[config.mk]
export PLATFORM = sky130hd
export DESIGN_NAME = operand_gather8_flat
export DESIGN_NICKNAME = d
export VERILOG_FILES = /design/src/rtl/operand_gather_pkg.sv /design/src/rtl/operand_gather8_if.sv /design/src/rtl/operand_gather_timer.sv /design/src/rtl/operand_gather8.sv /design/src/flat_wrapper.sv
export SDC_FILE = /design/constraint.sdc
export NUM_CORES = 1
export LEC_CHECK = 0
export CAP_MARGIN = 20
export CORE_ASPECT_RATIO = 1.1
export CORE_MARGIN = 4
export CORE_UTILIZATION = 62
export CTS_CLUSTER_DIAMETER = 80
export DETAILED_ROUTE_END_ITERATION = 12
export DONT_BUFFER_PORTS = 1
export PLACE_DENSITY = 0.78
export SYNTH_ARGS = -nofsm -noshare
export SYNTH_HDL_FRONTEND = slang
export SYNTH_SLANG_ARGS = --single-unit
[constraint.sdc]
create_clock -name clk -period 2.25 [get_ports clk]
set_input_delay 0.45 -clock clk [delete_from_list [all_inputs] [get_ports clk]]
set_output_delay 0.45 -clock clk [all_outputs]
set_load 0.01 [all_outputs]
[src/rtl/operand_gather_pkg.sv]
// rtl/operand_gather_pkg.sv - shared constants and state type for the operand gather loader
package operand_gather_pkg;

  localparam int NUM_SLOTS = 8;

  typedef enum logic {FILL, HOLD} gather_state_t;

endpackage

[src/rtl/operand_gather8_if.sv]
// rtl/operand_gather8_if.sv - word stream in, eight-slot frame out
interface operand_gather8_if #(
  parameter int WIDTH = 7
);
  logic             in_valid;
  logic             in_ready;
  logic [WIDTH-1:0] in_data;
  logic             in_last;
  logic             out_valid;
  logic             out_ready;
  logic [WIDTH-1:0] a;
  logic [WIDTH-1:0] b;
  logic [WIDTH-1:0] c;
  logic [WIDTH-1:0] d;
  logic [WIDTH-1:0] e;
  logic [WIDTH-1:0] f;
  logic [WIDTH-1:0] g;
  logic [WIDTH-1:0] h;
  logic [3:0]       out_count;

  // Word source and frame consumer side
  modport master (
    output in_valid, in_data, in_last, out_ready,
    input  in_ready, out_valid, a, b, c, d, e, f, g, h, out_count
  );

  // Gather block side
  modport slave (
    input  in_valid, in_data, in_last, out_ready,
    output in_ready, out_valid, a, b, c, d, e, f, g, h, out_count
  );
endinterface

[src/rtl/operand_gather_timer.sv]
// rtl/operand_gather_timer.sv - idle counter that closes a stalled partial frame
module operand_gather_timer #(
  parameter int TIMEOUT = 16
) (
  input  logic clk,
  input  logic rst,
  input  logic clr,
  input  logic run,
  output logic expire
);
  localparam int CW = (TIMEOUT > 1) ? $clog2(TIMEOUT) : 1;

  logic [CW-1:0] count;

  // Expire on the edge where the TIMEOUT-th consecutive idle cycle completes
  assign expire = run && (count == CW'(TIMEOUT - 1));

  // Count idle cycles; restart on any accept or whenever not counting
  always_ff @(posedge clk or posedge rst) begin
    if (rst) begin
      count <= '0;
    end else if (clr || expire) begin
      count <= '0;
    end else if (run) begin
      count <= count + CW'(1);
    end
  end
endmodule

[src/rtl/operand_gather8.sv]
// rtl/operand_gather8.sv - packs up to eight words into a padded frame; OPERAND_GATHER_TIMEOUT_EN adds idle close
module operand_gather8
  import operand_gather_pkg::*;
#(
  parameter int WIDTH   = 7,
  parameter int TIMEOUT = 16
) (
  input logic              clk,
  input logic              rst,
  operand_gather8_if.slave bus
);
  gather_state_t    state;
  gather_state_t    state_next;
  logic [2:0]       idx;
  logic [3:0]       count;
  logic [WIDTH-1:0] slot [NUM_SLOTS];
  logic             ready;
  logic             accept;
  logic             close;
  logic             timeout_expire;

`ifdef OPERAND_GATHER_TIMEOUT_EN
  logic timer_run;
  logic timer_clr;

  // Only a partially filled frame with no word arriving counts as idle
  assign timer_run = (state == FILL) && (idx != 3'd0) && !accept;
  assign timer_clr = accept || (state != FILL) || (idx == 3'd0);

  operand_gather_timer #(
    .TIMEOUT (TIMEOUT)
  ) u_timer (
    .clk    (clk),
    .rst    (rst),
    .clr    (timer_clr),
    .run    (timer_run),
    .expire (timeout_expire)
  );
`else
  // TIMEOUT has no effect in this build; the compare is constant false
  assign timeout_expire = (TIMEOUT < 0);
`endif

  // State register
  always_ff @(posedge clk or posedge rst) begin
    if (rst) begin
      state <= FILL;
    end else begin
      state <= state_next;
    end
  end

  // Handshake decode and frame-close / release decisions
  always_comb begin
    state_next = state;
    close      = 1'b0;
    ready      = (state == FILL) && !rst;
    accept     = bus.in_valid && ready;
    case (state)
      FILL: begin
        if (accept && ((idx == 3'd7) || bus.in_last)) begin
          close = 1'b1;
        end
        if (timeout_expire) begin
          close = 1'b1;
        end
        if (close) begin
          state_next = HOLD;
        end
      end
      HOLD: begin
        if (bus.out_ready) begin
          state_next = FILL;
        end
      end
      default: state_next = FILL;
    endcase
  end

  // Slot storage, fill index and registered word count
  always_ff @(posedge clk or posedge rst) begin
    if (rst) begin
      for (int i = 0; i < NUM_SLOTS; i++) begin
        slot[i] <= '1;
      end
      idx   <= 3'd0;
      count <= 4'd0;
    end else if ((state == HOLD) && bus.out_ready) begin
      for (int i = 0; i < NUM_SLOTS; i++) begin
        slot[i] <= '1;
      end
      idx   <= 3'd0;
      count <= 4'd0;
    end else if (accept) begin
      slot[idx] <= bus.in_data;
      idx       <= idx + 3'd1;
      if (close) begin
        count <= {1'b0, idx} + 4'd1;
      end
    end else if (close) begin
      count <= {1'b0, idx};
    end
  end

  assign bus.in_ready  = ready;
  assign bus.out_valid = (state == HOLD);
  assign bus.out_count = count;
  assign bus.a = slot[0];
  assign bus.b = slot[1];
  assign bus.c = slot[2];
  assign bus.d = slot[3];
  assign bus.e = slot[4];
  assign bus.f = slot[5];
  assign bus.g = slot[6];
  assign bus.h = slot[7];
endmodule

[src/flat_wrapper.sv]
// flat-port wrapper written by rule: the top's interface ports become plain ports
module operand_gather8_flat import operand_gather_pkg::*;
#(
  parameter int WIDTH   = 7,
  parameter int TIMEOUT = 16
)
  (clk, rst, bus_in_valid, bus_in_data, bus_in_last, bus_out_ready, bus_in_ready, bus_out_valid, bus_a, bus_b, bus_c, bus_d, bus_e, bus_f, bus_g, bus_h, bus_out_count);
  operand_gather8_if #(.WIDTH(WIDTH)) bus_i ();
  input logic clk;
  input logic rst;
  input wire logic [$bits(bus_i.in_valid)-1:0] bus_in_valid;
  input wire logic [$bits(bus_i.in_data)-1:0] bus_in_data;
  input wire logic [$bits(bus_i.in_last)-1:0] bus_in_last;
  input wire logic [$bits(bus_i.out_ready)-1:0] bus_out_ready;
  output wire logic [$bits(bus_i.in_ready)-1:0] bus_in_ready;
  output wire logic [$bits(bus_i.out_valid)-1:0] bus_out_valid;
  output wire logic [$bits(bus_i.a)-1:0] bus_a;
  output wire logic [$bits(bus_i.b)-1:0] bus_b;
  output wire logic [$bits(bus_i.c)-1:0] bus_c;
  output wire logic [$bits(bus_i.d)-1:0] bus_d;
  output wire logic [$bits(bus_i.e)-1:0] bus_e;
  output wire logic [$bits(bus_i.f)-1:0] bus_f;
  output wire logic [$bits(bus_i.g)-1:0] bus_g;
  output wire logic [$bits(bus_i.h)-1:0] bus_h;
  output wire logic [$bits(bus_i.out_count)-1:0] bus_out_count;
  assign bus_i.in_valid = bus_in_valid;
  assign bus_i.in_data = bus_in_data;
  assign bus_i.in_last = bus_in_last;
  assign bus_i.out_ready = bus_out_ready;
  assign bus_in_ready = bus_i.in_ready;
  assign bus_out_valid = bus_i.out_valid;
  assign bus_a = bus_i.a;
  assign bus_b = bus_i.b;
  assign bus_c = bus_i.c;
  assign bus_d = bus_i.d;
  assign bus_e = bus_i.e;
  assign bus_f = bus_i.f;
  assign bus_g = bus_i.g;
  assign bus_h = bus_i.h;
  assign bus_out_count = bus_i.out_count;
  operand_gather8 #(.WIDTH(WIDTH), .TIMEOUT(TIMEOUT)) u_core (.clk(clk), .rst(rst), .bus(bus_i));
endmodule
==> metrics.md, run 1 <==
| Metric | Value |
|---|---|
| Max Freq | `0.585 GHz` |
| Minimum clock period | `1710 ps` |
| Min-delay worst type | `primary input to asynchronous set/reset pin` |
| Req. time, crit path | `2510 ps` |
| Initial drt markers | `104` |
| TNS Setup | `0 ps` |
| Fillcell total | `352` |
| Leak | `1.43 nW` |
| Max-capacitance violation count | `0` |
| RSZ-0062 raised after global routing | `no` |
| Share of total power in sequential cells | `0.590` |
| Clock power frac | `0.208` |
| Seq/Total Area, Yosys | `0.569` |
| Vias | `1,998` |
| Die Area | `0.00590 mm2` |
| Synthesis-to-finish area growth | `6.18%` |
| Drt first pass iters | `4` |
| Drt drc | `0` |
| Synthesized area per cell | `11.5 um2` |
| Final Hold Vio Count | `0` |
| Delay-heaviest family, CP | `simple AND/OR/NAND/NOR gates` |
| Num Clock Sinks | `64` |
| Clk pin slew, worst setup/hold paths | `60 ps` |
| First-pass GRT wire length | `10.4 mm` |
| Slew @ Worst Pin | `655 ps` |
| Cell Area, Synth | `0.00294 mm2` |
| Vias per cell | `6.40` |
| Pin count of the biggest net entering global routing | `34` |
| CTS Buffer Depth | `2` |
| Starting Density | `0.636` |
| Final nets | `267` |
| Setup Skew | `6.26 ps` |
| # hold bufs at CTS | `0` |
| Aggregate global-route resource usage | `0.233` |
| Htree depth | `3` |
| Antenna fix cells | `0` |
| Buf/Inv on CP | `0` |
| Met3 GRT Util | `0.0776` |
| Post-synth EDFFs | `0` |
| Worst hold slack | `89.6 ps` |
| Die Wd | `73.6 um` |
| Mean routed wirelength per cell | `20.7 um` |
| Post-synthesis register bit count | `64` |
| Relative slew slack | `0.563` |
| Initial antenna violation count | `0` |
| Skew-Pair Late Insertion Delay | `330 ps` |
| Crit path kind | `register to register` |
| Setup crit end kind | `register` |
| YS warnings | `0` |
| Die Ht | `80.2 um` |
| CP startpoint kind | `register` |
| DP HPWL | `4.34 mm` |
| Largest fanout on the critical path | `14` |
| Multi-input gate area | `0.00115 mm2` |
| Row cnt | `26` |
| Switching component of the power | `1.30 mW` |
| Combinational share of power | `0.202` |
| Slowest CP cell | `nand4bb_1` |
| Vias in the first global route | `2,044` |
| Total wire length | `6.46 mm` |
| Reg area | `0.00167 mm2` |
| Delay of the slowest critical-path stage | `600 ps` |
| Post-CTS resize count | `0` |
| Final Setup Violations | `0` |
| Synth unique cells | `33` |
| GRT Residual Overflow | `0` |
| Post-CTS Setup Bufs | `0` |
| Fin crit share | `0.760` |
| Total nets after synthesis | `270` |
| Area leader, netlist | `dfstp_2` |
| Final setup margin | `540 ps` |
| CTS tree | `yes` |
| Top post-synthesis cells by area | `dfstp_2 (50%), a211o_1 (12%), and3_1 (8.1%)` |
| Cell-by-cell trace of the critical path | `nand4bb_1 -> nor4_1 -> a21oi_1` |
| Port buffer count | `0` |
| Pwr Density | `1250 mW/mm2` |
| Internal Power | `2.60 mW` |
| Setup WS pre-CTS | `593 ps` |
| Antenna Nets Post-Route | `0` |
| Status | `completed` |
| Share of cells above drive strength 1 | `0.328` |
| Worst vdd ir | `0.000615 V` |
| Critical path arrival | `1970 ps` |
| Root buf cell | `clkbuf_8` |
| Top FF cell, synth | `dfstp_2` |
| Final-report max-slew violation count | `0` |
| GR Util met2 | `0.353` |
| FFs w/ async S/R, synth | `1.00` |
| Io pins | `74` |
| Top Usage Layer GRT | `met2` |
| Gpl congestion | `0.760` |
| Num CTS Buffers | `9` |
| Switching part of the total | `0.334` |
| Synthesized instance count | `256` |
| Met1 usage | `0.298` |
| Share of the synthesized area in the top cell type | `0.501` |
| CORE AREA | `0.00462 mm2` |
## worst reg2reg max path, cell delays in order (launching register included)
cell and delay [ps]:
dfrtp_1 510, nand4bb_1 600, nor4_1 450, a21oi_1 70
## power groups by stage
stage | Combinational, mW | Clock, mW | Sequential [mW]
6_report | 0.786 | 0.810 | 2.30
3_5_place_dp | 0.791 | 0 | 2.33
4_1_cts | 0.793 | 0.823 | 2.32
5_1_grt | 0.892 | 0.870 | 2.35
2_1_floorplan | 0.707 | 0 | 2.20
3_3_place_gp | 0.760 | 0 | 2.32
## area by class of cell
type                       count  share of cell area
clock buffer                  13              0.0477
tap                           56              0.0225
sequential                    64               0.536
inverter                       4             0.00481
multi-input combinational    169               0.367
clock inverter                 1             0.00160
timing repair buffer           5              0.0201
## cell usage after synthesis, types with 3 or more instances
| library cell | number |
|---|---|
| dfstp_2 | 56 |
| a211o_1 | 39 |
| and3_1 | 38 |
| nor2_1 | 19 |
| a21oi_1 | 14 |
| clkbuf_1 | 10 |
| dfrtp_1 | 8 |
| nand2_1 | 8 |
| nor3_1 | 7 |
| nor4_1 | 7 |
| mux2i_1 | 6 |
| nand3_1 | 6 |
| buf_2 | 4 |
| buf_6 | 4 |
| inv_1 | 4 |
| o21ai_0 | 4 |
| nand2_2 | 3 |
| nand2_4 | 3 |
## registers in the layout (all words and copies together) (netlist names)
| signal | cells |
|---|---|
| u_core.bus.g | 7 |
| u_core.bus.out_count | 4 |
| u_core.bus.a | 7 |
| u_core.bus.b | 7 |
| u_core.bus.h | 7 |
| u_core.bus.e | 7 |
| u_core.bus.f | 7 |
| u_core.bus.d | 7 |
| u_core.bus.c | 7 |
| u_core.idx | 3 |
| u_core.bus.out_valid | 1 |
## path summary, 6_finish.rpt
path                                       from                   end  slack (ps)  cells past startpoint
min in group clk                  bus_out_ready  u_core.bus.out_valid         230                      1
max in group asynchronous                   rst       u_core.bus.c[1]        1490                      2
setup reg to reg           u_core.bus.out_valid       u_core.bus.g[1]         540                      3
hold reg to reg                 u_core.bus.c[5]       u_core.bus.c[5]         530                      2
setup / recovery           u_core.bus.out_valid       u_core.bus.g[1]         540                      3
hold / removal                              rst         u_core.idx[2]          90                      1
## per-layer routing
layer	part of all wire	vias up	wire (um)
met5	0	-	0
met4	0.025	0	162
met3	0.085	15	549
met2	0.46	66	2990
met1	0.43	987	2750
li1	-	930	-
## cells by family (layout without fill, tap and decap cells)
logic type / after synthesis / count (layout) / synth area share
xor+xnor: 1 / 1 / 0.00298
flops: 64 / 64 / 0.569
compound gates: 58 / 58 / 0.149
buf+inv: 23 / 23 / 0.0413
fa+ha+maj: 2 / 2 / 0.00852
mux: 6 / 6 / 0.0204
simple gates: 102 / 102 / 0.209
## cell usage in the layout (no fill, tap or decap)
cell type	synthesis	final
dfstp_2	56	56
a211o_1	39	39
and3_1	38	38
nor2_1	19	19
a21oi_1	14	14
clkbuf_8	0	10
nand2_1	8	8
dfrtp_1	8	8
nor4_1	7	7
nor3_1	7	7
mux2i_1	6	6
nand3_1	6	6
o21ai_0	4	4
nand2_4	3	3
nand2_2	3	3
inv_1	4	3
clkbuf_1	10	3
buf_4	0	3
ha_1	2	2
buf_12	0	2
nor4b_4	1	1
and2_2	0	1
and4bb_4	1	1
and2b_1	1	1
nor2b_1	1	1
nand4bb_1	1	1
nand2b_1	1	1
and2_0	1	1
nor3b_2	1	1
xnor2_1	1	1
o21ai_1	1	1
inv_2	0	1
or4b_1	1	1
and3_2	1	1
clkinv_2	0	1
## through the flow
| stage | instances | power (mW) | instance area (um2) | utilization |
|---|---|---|---|---|
| 2_1_floorplan | 256 | 2.91 | 2940 | - |
| 3_3_place_gp | 298 | 3.08 | 2970 | 0.642 |
| 3_5_place_dp | 298 | 3.12 | 2970 | 0.642 |
| 4_1_cts | 312 | 3.93 | 3120 | 0.675 |
| 5_1_grt | 312 | 4.12 | 3120 | 0.675 |
| 6_report | 312 | 3.90 | 3120 | 0.675 |
Note: power is estimated with default switching activity, not from simulation.
==> run 2: changes to the inputs <==
Clock period 2.25 ns to 1.6 ns, I/O delays scaled along.
==> run 2 against run 1 <==
Effect of this change:
- sequential power rose by 41%
- clock power is 47% higher
- via count grew 2.9%
- clock skew about the same
- total power rose by 44%
- design area increased by 3.7%
- utilization rose by 2.5 points
- sequential cell count is the same
- largest power group unchanged
- final cell count rose by 3.8%
- clock-buffer cell count shrank 1
- first-iteration DRC count is 63% higher
- non-clock buffer count is 10 higher
==> metrics.md, run 2 (synthesis results as in run 1) <==
| Metric | Value |
|---|---|
| Crit path kind | `register to output pin` |
| Setup Skew | `6.18 ps (-0.0831 ps)` |
| TNS Setup | `0 ps (unchanged)` |
| Aggregate global-route resource usage | `0.255 (+0.0222)` |
| Reg2reg path depth | `5 (+2)` |
| Critical path arrival | `1180 ps (-790 ps)` |
| GRT Residual Overflow | `0 (unchanged)` |
| Leak | `1.49 nW (+4.0%)` |
| Flop2flop setup slack | `110 ps (-430 ps)` |
| Antenna fix cells | `0 (unchanged)` |
| Dpl cell area | `0.00304 mm2 (+2.4%)` |
| Cell-by-cell trace of the critical path | `buf_4 -> nor2_1` |
| Vias per cell | `6.34 (-0.96%)` |
| Mean routed wirelength per cell | `21.0 um (+1.5%)` |
| Worst vdd ir | `0.000999 V (+63%)` |
| First-pass GRT wire length | `11.2 mm (+8.2%)` |
| Final Instance Area | `0.00323 mm2 (+3.7%)` |
| Pwr Density | `1740 mW/mm2 (+39%)` |
| Most common cell after layout, fill and taps aside | `dfstp_2` |
| Status | `completed` |
| Fin crit share | `0.938` |
| CTS tree | `yes` |
| CORE AREA | `0.00462 mm2 (unchanged)` |
| Pin count of the biggest net entering global routing | `46 (+35%)` |
| Max-capacitance violation count | `0 (unchanged)` |
| Row cnt | `26 (unchanged)` |
| Skew-Pair Late Insertion Delay | `340 ps (about the same)` |
| Io pins | `74 (unchanged)` |
| Gpl congestion | `0.805 (+5.9%)` |
| Minimum clock period | `1500 ps` |
| Slowest CP cell | `dfrtp_1` |
| RSZ-0062 raised after global routing | `no` |
| Htree depth | `3 (unchanged)` |
| Num Clock Sinks | `64 (unchanged)` |
| Setup crit end kind | `output pin` |
| Commonest non-fill, non-tap cells in the layout | `dfstp_2 (56), a211o_1 (39), and3_1 (38)` |
| Antenna Nets Post-Route | `0 (unchanged)` |
| Vias | `2,055 (+2.9%)` |
| Post-layout util | `0.700 (+0.0249)` |
| Fin cells | `324 (+3.8%)` |
| Final Setup Violations | `0 (unchanged)` |
| Final-report max-slew violation count | `0 (unchanged)` |
| Final Hold Vio Count | `0 (unchanged)` |
| Initial drt markers | `169 (+63%)` |
| Worst hold start | `bus_out_ready` |
| Min-Delay Endpoint | `u_core.bus.out_valid` |
| Die Ht | `80.2 um (unchanged)` |
| Largest fanout on the critical path | `6 (-8)` |
| Critical R2R Capture | `u_core.bus.out_count[0]` |
| Share of cells above drive strength 1 | `0.377 (+0.0487)` |
| Die Area | `0.00590 mm2 (unchanged)` |
| Number of cells after detailed placement | `307 (+3.0%)` |
| CP startpoint kind | `register` |
| Slew @ Worst Pin | `441 ps (-214 ps)` |
| CTS Buffer Depth | `2 (unchanged)` |
| Port buffer count | `0 (unchanged)` |
| Total wire length | `6.81 mm (+5.5%)` |
| Initial antenna violation count | `0 (unchanged)` |
| Clk pin slew, worst setup/hold paths | `60 ps (about the same)` |
| Synthesis-to-finish area growth | `10.1%` |
| Relative slew slack | `0.705 (+0.143)` |
| Req. time, crit path | `1280 ps (-1230 ps)` |
| DP HPWL | `4.56 mm (+5.0%)` |
| Hold Path Depth | `1` |
| Max Freq | `0.666 GHz` |
| Delay of the slowest critical-path stage | `450 ps (-150 ps)` |
| Root buf cell | `clkbuf_8` |
| Starting Density | `0.636 (unchanged)` |
| Final nets | `277 (+3.7%)` |
| Drt first pass iters | `5 (+1)` |
| Min-delay worst type | `primary input to register` |
| Num CTS Buffers | `9 (unchanged)` |
| Vias in the first global route | `2,191 (+7.2%)` |
| Worst r2r src | `u_core.idx[0]` |
| Drt drc | `0 (unchanged)` |
| Fillcell total | `341 (-3.1%)` |
| Die Wd | `73.6 um (unchanged)` |
## run 2: cell count changes in the layout (fill, tap and decap cells not counted), sizes merged
cell	previous run	this run
clkinvlp	0	1
clkbuf	13	12
clkinv	1	4
inv	4	3
buf	5	14
dlygate4sd3	0	1
## run 2: final cells by class
class / count / area (um2) / share of cell area
flip-flops and latches: 64 / 1670 / 0.517
multi-input cells: 169 / 1170 / 0.361
clock buffers: 12 / 145 / 0.0449
repair buffers: 15 / 140 / 0.0433
well taps: 56 / 70.1 / 0.0217
clock inverters: 4 / 20.0 / 0.00619
inverters: 4 / 18.8 / 0.00580
## run 2: repair_timing
action | CTS | global route
hold buffers | 1 | 0
buffers inserted | 0 | 0
endpoints found under the hold margin | 3 | 0
endpoints found under the setup margin | 0 | 17
gates resized for setup | 0 | 5
## run 2: worst max-delay path by stage
stage / slack [ps] / start / end
detailed placement: 80 / u_core.idx[1] / u_core.bus.f[3]
CTS: 60 / u_core.idx[1] / u_core.bus.f[3]
global route: 6 / u_core.bus.out_valid / bus_in_ready
floorplan: 80 / u_core.bus.out_valid / u_core.bus.d[0]
global placement: 130 / u_core.idx[1] / u_core.bus.f[1]
finish: 100 / u_core.bus.out_valid / bus_in_ready
## run 2: power breakdown
part / switching, mW / internal (mW)
sequential: 0.703 / 2.54
combinational: 0.609 / 0.581
clock: 0.593 / 0.594
## run 2: critical path, delay by kind of cell (launching register included)
family / cells / cell delay (ps)
buffers and inverters: 1 / 200
DFF: 1 / 450
and+or+nand+nor: 1 / 200
## run 2: per-layer routing
metal | up-vias | track usage | share of wire | wire length [um]
li1 | 949 | - | - | -
met1 | 1030 | 0.336 | 0.41 | 2820
met2 | 68 | 0.385 | 0.48 | 3280
met3 | 8 | 0.0939 | 0.087 | 591
met4 | 0 | 0.0924 | 0.016 | 110
met5 | - | 0 | 0 | 0
## run 2: stage by stage
| step | worst slack, ps | total power [mW] | hold slack (ps) |
|---|---|---|---|
| final | 99.5 | 5.62 | 96.0 |
| after global routing | 5.95 | 5.96 | 106 |
| after CTS | 57.5 | 5.64 | 90.8 |
| after detailed placement | 80.2 | 4.45 | 224 |
| after global placement | 128 | 4.38 | 219 |
| after floorplan | 84.5 | 4.09 | 427 |
==> run 3: changes to the inputs <==
Settings changed: CORE_UTILIZATION 62 to 63, PLACE_DENSITY 0.78 to 0.79.
Clock period 1.6 ns to 1.8 ns, I/O delays scaled along.
==> run 3 against run 2 <==
Effect of this change:
- register-to-register slack improved by 70 ps
- highest routed layer unchanged
- sequential power is 11% lower
- non-clock buffer count is 6 lower
- largest power group unchanged
- critical path depth up 1
- sequential cell count is the same
- die area shrank 1.4%
- total power fell by 3.4%
- routed wire length increased by 3.5%
- clock-buffer cell count fell by 1
- utilization rose by 3.8 points
- clock power increased by 28%
==> metrics.md, run 3 (synthesis results as in run 1) <==
| Metric | Value |
|---|---|
| Cell-by-cell trace of the critical path | `nor2b_1 -> nand2_1 -> a21oi_1` |
| Fin cells | `316 (-2.5%)` |
| Critical R2R Capture | `u_core.bus.g[5]` |
| Io pins | `74 (unchanged)` |
| Flop2flop setup slack | `180 ps (+70 ps)` |
| # hold bufs at CTS | `1 (unchanged)` |
| Minimum clock period | `1620 ps` |
| Slew @ Worst Pin | `599 ps (+158 ps)` |
| Commonest non-fill, non-tap cells in the layout | `dfstp_2 (56), a211o_1 (39), and3_1 (38)` |
| Num Clock Sinks | `64 (unchanged)` |
| Drt drc | `0 (unchanged)` |
| GRT Residual Overflow | `0 (unchanged)` |
| Die Area | `0.00582 mm2 (-1.4%)` |
| Final Hold Vio Count | `0 (unchanged)` |
| Total wire length | `7.04 mm (+3.5%)` |
| Die Ht | `79.6 um (-0.72%)` |
| Reg2reg path depth | `3 (-2)` |
| Htree depth | `3 (unchanged)` |
| Setup WS pre-CTS | `253 ps (+173 ps)` |
| Synthesis-to-finish area growth | `10.9%` |
| Most common cell after layout, fill and taps aside | `dfstp_2` |
| Mean routed wirelength per cell | `22.3 um (+6.1%)` |
| Leak | `1.49 nW (+0.26%)` |
| TNS Setup | `0 ps (unchanged)` |
| First-pass GRT wire length | `11.5 mm (+2.7%)` |
| Setup Skew | `6.08 ps (-0.0993 ps)` |
| Row cnt | `25 (-3.8%)` |
| Starting Density | `0.666 (+0.0301)` |
| Num CTS Buffers | `9 (unchanged)` |
| Status | `completed` |
| Dpl cell area | `0.00300 mm2 (-1.2%)` |
| Skew-Pair Late Insertion Delay | `350 ps (about the same)` |
| Pwr Density | `1670 mW/mm2 (-4.0%)` |
| Setup crit end kind | `register` |
| Die Wd | `73.1 um (-0.71%)` |
| Pin count of the biggest net entering global routing | `65 (+41%)` |
| Worst r2r src | `u_core.idx[1]` |
| Clk pin slew, worst setup/hold paths | `70 ps (about the same)` |
| Final nets | `271 (-2.2%)` |
| Initial drt markers | `112 (-34%)` |
| Antenna Nets Post-Route | `0 (unchanged)` |
| Req. time, crit path | `2060 ps (+780 ps)` |
| CTS Buffer Depth | `2 (unchanged)` |
| Root buf cell | `clkbuf_8` |
| Min-Delay Endpoint | `u_core.bus.out_valid` |
| Worst vdd ir | `0.000966 V (-3.3%)` |
| Delay of the slowest critical-path stage | `540 ps (+90 ps)` |
| Final-report max-slew violation count | `0 (unchanged)` |
| Relative slew slack | `0.600 (-0.106)` |
| Number of cells after detailed placement | `299 (-2.6%)` |
| Final Setup Violations | `0 (unchanged)` |
| Hold Path Depth | `1 (unchanged)` |
| RSZ-0062 raised after global routing | `no` |
| Slowest CP cell | `nor2b_1` |
| Initial antenna violation count | `0 (unchanged)` |
| Antenna fix cells | `0 (unchanged)` |
| Vias | `2,077 (+1.1%)` |
| Min-delay worst type | `primary input to register` |
| CORE AREA | `0.00441 mm2 (-4.5%)` |
| Crit path kind | `register to register` |
| Critical path arrival | `1890 ps (+710 ps)` |
| Aggregate global-route resource usage | `0.264 (+0.00895)` |
| Port buffer count | `0 (unchanged)` |
| Post-CTS Setup Bufs | `0 (unchanged)` |
| Vias per cell | `6.57 (+3.6%)` |
| Max Freq | `0.616 GHz` |
| Drt first pass iters | `7 (+2)` |
| Gpl congestion | `0.802 (-0.41%)` |
| DP HPWL | `4.48 mm (-1.9%)` |
| Worst hold start | `bus_out_ready` |
| Final setup margin | `176 ps (+76.3 ps)` |
| Largest fanout on the critical path | `9 (+3)` |
| Fin crit share | `0.902` |
| Post-CTS resize count | `0 (unchanged)` |
| Max-capacitance violation count | `0 (unchanged)` |
| CP startpoint kind | `register` |
| Final Instance Area | `0.00326 mm2 (+0.70%)` |
| Vias in the first global route | `2,250 (+2.7%)` |
| Post-layout util | `0.738 (+0.0383)` |
| Share of cells above drive strength 1 | `0.347 (-0.0295)` |
| CTS tree | `yes` |
==> run 3: changes by cell type in the layout (fill, tap and decap cells not counted), moves of 3 or more <==
cell       previous run  this run
buf_4                12         5
bufinv_16             0         3
clkinv_2              4         1
nor4_1                4         7
nor4_2                3         0
==> run 3: metrics by stage <==
| stage | total power [mW] | hold slack (ps) |
|---|---|---|
| finish | 5.43 | 121 |
| global placement | 3.89 | 341 |
| detailed placement | 3.94 | 347 |
| global route | 5.73 | 135 |
| CTS | 5.48 | 111 |
| floorplan | 3.63 | 467 |
==> run 3: power by group <==
group / switching, mW / total (mW) / internal (mW) / leakage (nW)
clock network: 0.566 / 1.52 / 0.958 / 0.124
logic: 0.533 / 1.02 / 0.489 / 0.671
registers: 0.628 / 2.89 / 2.26 / 0.694
==> run 3: layout make-up <==
| class | instances | area, um2 |
|---|---|---|
| clock inverters | 5 | 104 |
| inverters | 4 | 18.8 |
| fillers | 313 | 1150 |
| well taps | 54 | 67.6 |
| repair buffers | 9 | 108 |
| multi-input cells | 169 | 1150 |
| clock buffers | 11 | 141 |
| flip-flops and latches | 64 | 1670 |
==> run 3: worst max-delay path: cells and delay by family (launching register included) <==
kind	cells	cell delay, ps
flip-flops	1	450
AO/OA/AOI/OAI	1	260
AND/OR/NAND/NOR	2	840
==> run 3: per-layer routing <==
layer | up-vias | global-route usage | part of all wire
li1 | 942 | - | -
met1 | 1030 | 0.314 | 0.38
met2 | 91 | 0.396 | 0.48
met3 | 14 | 0.115 | 0.11
met4 | 0 | 0.149 | 0.023
met5 | - | 0 | 0
==> run 3: worst max path at each step <==
stage | start | to | slack, ps | depth (start not counted)
after global routing | u_core.idx[0] | u_core.bus.h[3] | 10 | 3
after floorplan | u_core.bus.out_valid | u_core.bus.d[0] | 280 | 5
after global placement | u_core.idx[1] | u_core.bus.f[5] | 260 | 3
final | u_core.idx[1] | u_core.bus.g[5] | 180 | 3
after CTS | u_core.idx[1] | u_core.bus.g[5] | 220 | 3
after detailed placement | u_core.idx[1] | u_core.bus.f[4] | 250 | 3
